File: config.mk
export PLATFORM = sky130hd
export DESIGN_NAME = router_out_fifo
export DESIGN_NICKNAME = d
export VERILOG_FILES = /design/src/rtl/router_out_fifo.sv
export SDC_FILE = /design/constraint.sdc
export NUM_CORES = 1
export LEC_CHECK = 0
export ABC_AREA = 0
export CORE_MARGIN = 2
export CORE_UTILIZATION = 42
export DETAILED_ROUTE_END_ITERATION = 16
export PLACE_DENSITY_LB_ADDON = 0.08
export SETUP_SLACK_MARGIN = 0.05
export SLEW_MARGIN = 40
export SYNTH_ARGS = -nofsm -noshare
export SYNTH_HDL_FRONTEND = slang
export SYNTH_SLANG_ARGS = --single-unit
File: constraint.sdc
create_clock -name clock -period 5.1 [get_ports clock]
set_input_delay 1.53 -clock clock [delete_from_list [all_inputs] [get_ports clock]]
set_output_delay 1.53 -clock clock [all_outputs]
set_load 0.02 [all_outputs]
File: src/rtl/router_out_fifo.sv
`timescale 1ns/1ps
// router_out_fifo: per-destination output buffer of the 1x3 router, storing {header flag, byte}.
// Optional macro ROUTER_OUT_FIFO_OCC_EN adds the occupancy and sticky overflow ports.
module router_out_fifo #(
    parameter int DEPTH = 16,
    parameter int WIDTH = 8,
    localparam int AW = $clog2(DEPTH)
) (
    input  logic             clock,
    input  logic             resetn,
    input  logic             soft_reset,
    input  logic             write_enb,
    input  logic             read_enb,
    input  logic             lfd_state,
    input  logic [WIDTH-1:0] data_in,
    output logic             full,
    output logic             empty,
`ifdef ROUTER_OUT_FIFO_OCC_EN
    output logic [AW:0]      occupancy,
    output logic             overflow,
`endif
    output logic [WIDTH-1:0] data_out
);

    localparam logic [AW:0] FULL_CNT = (AW+1)'(DEPTH);

    logic [WIDTH:0]   mem [DEPTH];
    logic [AW-1:0]    wr_ptr_q, wr_ptr_d;
    logic [AW-1:0]    rd_ptr_q, rd_ptr_d;
    logic [AW:0]      count_q, count_d;
    logic [WIDTH-2:0] pkt_cnt_q, pkt_cnt_d;
    logic [WIDTH-1:0] data_out_q, data_out_d;
    logic             wr_fire;
    logic             rd_fire;
    logic [WIDTH:0]   rd_word;

    assign full     = (count_q == FULL_CNT);
    assign empty    = (count_q == '0);
    assign data_out = data_out_q;

    // Flags are sampled before the edge, so a full FIFO takes the read and drops the write.
    assign wr_fire = write_enb && !full && !soft_reset;
    assign rd_fire = read_enb && !empty && !soft_reset;
    assign rd_word = mem[rd_ptr_q];

    always_comb begin
        wr_ptr_d   = wr_ptr_q;
        rd_ptr_d   = rd_ptr_q;
        count_d    = count_q;
        pkt_cnt_d  = pkt_cnt_q;
        data_out_d = data_out_q;
        if (soft_reset) begin
            wr_ptr_d   = '0;
            rd_ptr_d   = '0;
            count_d    = '0;
            pkt_cnt_d  = '0;
            data_out_d = '0;
        end else begin
            if (wr_fire) begin
                wr_ptr_d = wr_ptr_q + 1'b1;
            end
            if (rd_fire) begin
                rd_ptr_d   = rd_ptr_q + 1'b1;
                data_out_d = rd_word[WIDTH-1:0];
                // Header: remaining reads = payload length plus the parity byte.
                if (rd_word[WIDTH]) begin
                    pkt_cnt_d = {1'b0, rd_word[WIDTH-1:2]} + 1'b1;
                end else if (pkt_cnt_q != '0) begin
                    pkt_cnt_d = pkt_cnt_q - 1'b1;
                end
            end else if (pkt_cnt_q == '0) begin
                data_out_d = '0;
            end
            case ({wr_fire, rd_fire})
                2'b10:   count_d = count_q + 1'b1;
                2'b01:   count_d = count_q - 1'b1;
                default: count_d = count_q;
            endcase
        end
    end

    always_ff @(posedge clock or negedge resetn) begin
        if (!resetn) begin
            wr_ptr_q   <= '0;
            rd_ptr_q   <= '0;
            count_q    <= '0;
            pkt_cnt_q  <= '0;
            data_out_q <= '0;
        end else begin
            wr_ptr_q   <= wr_ptr_d;
            rd_ptr_q   <= rd_ptr_d;
            count_q    <= count_d;
            pkt_cnt_q  <= pkt_cnt_d;
            data_out_q <= data_out_d;
        end
    end

    always_ff @(posedge clock) begin
        if (wr_fire) begin
            mem[wr_ptr_q] <= {lfd_state, data_in};
        end
    end

`ifdef ROUTER_OUT_FIFO_OCC_EN
    logic overflow_q;

    always_ff @(posedge clock or negedge resetn) begin
        if (!resetn) begin
            overflow_q <= 1'b0;
        end else if (soft_reset) begin
            overflow_q <= 1'b0;
        end else if (write_enb && full) begin
            overflow_q <= 1'b1;
        end
    end

    assign occupancy = count_q;
    assign overflow  = overflow_q;
`endif

endmodule

Word-level counts from Yosys, hierarchy flattened
Memory sizes are Yosys's and may differ from the RTL's.
Cells that the tools add are included.
Operators by class
  $add $sub $neg: 6
  eq/ne operators: 3
  muxes and demuxes: 15
  reductions and logical operators: 16
Operators by type and width (number)
  two-way mux 7 bit: 4
  two-way mux 8 bit: 3
  two-way mux 4 bit: 4
  one-hot mux 5 bit (2 select lines): 1
  nonzero test 3 bit: 3
  adder 4 x 1 -> 4 bit, second input constant: 2
  adder 6 x 1 -> 7 bit, second input constant: 1
  logical NOT 7 bit: 1
  nonzero test 7 bit: 1
  subtractor 7 x 1 -> 7 bit, second input constant: 1
  adder 5 x 1 -> 5 bit, second input constant: 1
  == test 5 bit, second input constant: 1
  logical NOT 5 bit: 1
  two-way mux 5 bit: 1
  subtractor 5 x 1 -> 5 bit, second input constant: 1
  logical AND 1 bit: 4
  nonzero test 2 bit: 2
  logical NOT 1 bit: 3
  == test 2 x 1 -> 1 bit, second input constant: 1
  == test 2 bit, second input constant: 1
  two-way mux 1 bit: 2
  AND reduction 2 bit: 1
Storage, ports and cells
  bits in registers: 28
  memory bits (writable): 144
  input bits: 14
  output and inout port bits: 10
  logic and storage cells: 46
  memories kept: 1
Memories
  mem: depth 16, bits a word 9, rd ports 1, clocked after memory_dff 0, write ports 1, line 27  | logic [WIDTH:0] mem [DEPTH];

Longest topological paths before layout
  word-level depth: 7
  mapped depth: 13
  depth with buffers taken out: 11

Least setup slack after synthesis
Ideal clock, no wire load.
  path type: input port to flip-flop
  start: input port soft_reset
  end: register count_q[4]
  library setup time: 0.123 ns
  arrival: 3.068 ns
  data required time: 4.977 ns
  slack: 1.909 ns
  cell stages on the path: 9
  buffers on the path: 1
  path through: clkbuf_1 > nor2_1 > nand2b_1 > inv_1 > ha_1 > a21o_1 > a21oi_1 > a21oi_1 > o221a_2
On the way
  cells in the longest elaborated chain, start to end: 5
  elaborated cells between the ends (all ways): 8
  those cells by class: eq/ne (2); mux (2); reduce/logical (4)
RTL lines
  start, declared: line 11  | input logic soft_reset,
  logical NOT 1 bit: line 42, 43
  logical AND 1 bit (on tied branches): line 43, 42
  == test 2 x 1 -> 1 bit / == test 2 bit (equally long branches): line 74  | case ({wr_fire, rd_fire})
  one-hot mux 5 bit (2 select lines): line 74
  two-way mux 5 bit: line 52  | if (soft_reset) begin
  end signal, assigned: line 92  | count_q <= count_d;
  end, declared: line 30  | logic [AW:0] count_q, count_d;
Parallel ways exist; a longest one is shown, timed or not.
A chain may end at the register's enable or synchronous reset.

Worst setup path after layout
  start: register count_q[1]
  end: output port full
On the way
  cells in the longest elaborated chain, start to end: 1
RTL lines
  == test 5 bit: line 37  | assign full = (count_q == FULL_CNT);
  end, declared: line 16  | output logic full,
Every way passes these cells.

==> run_results.csv <==
group,metric,value,unit
status,status,"finished, final reports clean",
sta,setup_viol,0,
synth,synth_area_leader_cell,"edfxtp_1",
critical_path,crit_chain,"or4_1, or2_1, inv_1, clkdlybuf4s50_1",
detailed_routing,wire_per_inst,21.6,µm
place,placed_cells,661,
critical_path,path_buf_inv,2,
clocking,clock_latency,0.42,ns
detailed_routing,num_vias,3796,
detailed_routing,viasPerCell,5.48,
sta,fin_skew,0.00686,ns
floorplan,io_pins,24,
sta,rsz0062_at_grt,"false",
sta,maxSlewHeadroom,0.522,
cells_and_area,n_antenna_cell,0,
synth,netlist_area,7210,µm²
critical_path,arrival,2.46,ns
floorplan,rows,47,
cells_and_area,layout_commonest_cell,"edfxtp_1",
detailed_routing,drc,0,
sta,final.period_utilization,0.783,
synth,synthArstFlopShare,0.163,
floorplan,dieWidth,135,µm
job,max-cap-violations,0,
clocking,cts_buffer_depth,2,
critical_path,required,3.57,ns
synth,avgSynthCellArea,17.1,µm²
place,placed_area,7760,µm²
clocking,holdBufCountCts,0,
synth,synth.distinct_cells,50,
cells_and_area,finalInstanceArea,8350,µm²
clocking,tritoncts,"built",
grt,grtUsageMet3,0.0398,
clocking,htreeDepth,4,
detailed_routing,drt_first_iter_violations,266,
clocking,cts_sinks,172,
clocking,cts_buffers,17,
sta,fmax,250,MHz
sta,setup-tns-final,0,ns
floorplan,start_util,0.432,
critical_path,rrSetupSlack,1.72,ns
cells_and_area,final_cell_mix,"edfxtp_1, mux4_2, nor2_1",
floorplan,fp.dieArea,18200,µm²
grt,grt-busiest-layer,"met2",
synth,ys_warn_count,0,
critical_path,critPathKind,"reg2out",
grt,grt.overflow.total,0,
detailed_routing,drt_first_pass_iters,5,
grt,grt_pass1_vias,3983,
critical_path,crit_family,"simple AND/OR/NAND/NOR gates",
synth,syn_inst,422,
worst_hold_path,min_path_type,"reg2reg",
detailed_routing,ant_nets,0,
power,peakVddDrop,0.271,mV
power,leakage,2.84,nW
critical_path,worstPathMaxFanout,7,
synth,syn-num-nets,448,
grt,gr-usage-met1,0.243,
floorplan,dieHeight,135,µm
grt,grt_util_all_layers,0.180,
sta,min_period,3.99,ns
sta,holdWs,0.504,ns
cells_and_area,stdcell_count,693,
cells_and_area,nNetsFinal,486,
critical_path,critPathLaunchType,"flip-flop",
critical_path,cp-end-kind,"output pin",
sta,worstMarginPinSlew,0.715,ns
power,total_power,4.15,mW
synth,synth_top_area_share,0.600,
detailed_routing,totalWireLength,15000,µm
floorplan,core,16700,µm²
synth,ys.flop_type,"edfxtp_1",
grt,antenna_found_initial,0,
place,hpwl,9800,µm
synth,ys_top_cells_by_area,"edfxtp_1, mux4_2, dfrtp_1, nor2_1, ha_1",
synth,synth-seq-cells,172,
grt,grt_max_degree,29,
clocking,clock-root-buffer,"clkbuf_16",
clocking,clk_pin_slew_worst_paths,0.06,ns
sta,slew_violations,0,
synth,synth_edf_count,144,
place,gp_congestion,0.753,
clocking,cts_setup_buffers,0,
grt,grt_use_met2,0.297,
cells_and_area,area_delta_synth_final,15.8,%
clocking,cts_resized,0,
critical_path,cpPeakStageDelay,0.68,ns
power,power.density,497,nW/µm²
cells_and_area,drive_above_1_share,0.216,
place,port-buffer-count,23,
critical_path,slowest_stage,"or4_1",
synth,seq_area_frac_synth,0.697,
sta,hold_viol,0,
grt,grt_pass1_wl,23600,µm
## worst paths after layout
path,startpoint,endpoint,depth (start not counted)
hold / removal,data_out[7]$_DFFE_PN0P_,data_out[7]$_DFFE_PN0P_,1
hold reg to reg,data_out[7]$_DFFE_PN0P_,data_out[7]$_DFFE_PN0P_,1
setup reg to reg,count_q[1]$_DFFE_PN0P_,count_q[4]$_DFFE_PN0P_,11
max in group asynchronous,resetn,rd_ptr_q[0]$_DFFE_PN0P_,2
min in group asynchronous,resetn,count_q[3]$_DFFE_PN0P_,2
setup / recovery,count_q[1]$_DFFE_PN0P_,full,4
## through the flow
| step | setup slack (ns) | utilization |
|---|---|---|
| floorplan | 1.91 | - |
| global placement | 1.12 | 0.463 |
| detailed placement | 1.03 | 0.464 |
| CTS | 1.07 | 0.500 |
| global route | 1.02 | 0.500 |
| finish | 1.11 | 0.500 |
## report_power, final
group / switching [mW] / total, mW / internal (mW)
clock network: 0.552 / 1.28 / 0.733
registers: 0.122 / 1.73 / 1.61
logic: 0.594 / 1.14 / 0.543
total: 1.27 / 4.15 / 2.89
## flip-flops by register name (all words and copies together) (netlist names)
| register | cells |
|---|---|
| pkt_cnt_q | 7 |
| wr_ptr_q | 4 |
| count_q | 5 |
| data_out | 8 |
| rd_ptr_q | 4 |
| mem | 144 |
## layout make-up
class                      count  area [µm²]
fill                        1419        8350
multi-input combinational    219        2050
tap                          220         275
sequential                   172        5030
timing repair buffer          40         370
clock buffer                  18         429
clock inverter                14         159
inverter                      10        37.5
## metal layers
| layer | vias to the layer above | wire length [µm] |
|---|---|---|
| met4 | 0 | 87 |
| met1 | 1984 | 6750 |
| li1 | 1728 | - |
| met3 | 6 | 565 |
| met2 | 78 | 7570 |
| met5 | - | 0 |
## cell usage after synthesis, types with 2 or more instances
master and instances:
clkbuf_1 12, a22o_1 8, buf_4 2, xor2_1 9, xnor2_1 5, mux4_2 38
o21ai_0 6, nor2_1 42, o22ai_1 3, nor2b_1 2, nand3_1 3, ha_1 11
a21o_1 3, mux2i_1 3, nand4_1 3, edfxtp_1 144, buf_2 4, inv_1 10
a31oi_1 2, or3_1 2, and4_1 2, a21oi_1 10, buf_6 3, nand2_1 27
dfrtp_1 28, nor3_1 2, a22oi_1 13, nor4_1 3
## logic make-up after synthesis
| logic type | Yosys count | share of synthesized area |
|---|---|---|
| adders and majority gates | 12 | 0.0219 |
| DFF | 172 | 0.697 |
| muxes | 42 | 0.124 |
| AOI/OAI and AO/OA | 53 | 0.0516 |
| and+or+nand+nor | 97 | 0.0630 |
| xor gates and xnor gates | 15 | 0.0208 |
| buffers and inverters | 31 | 0.0210 |
Power figures use the tool's default switching activity.
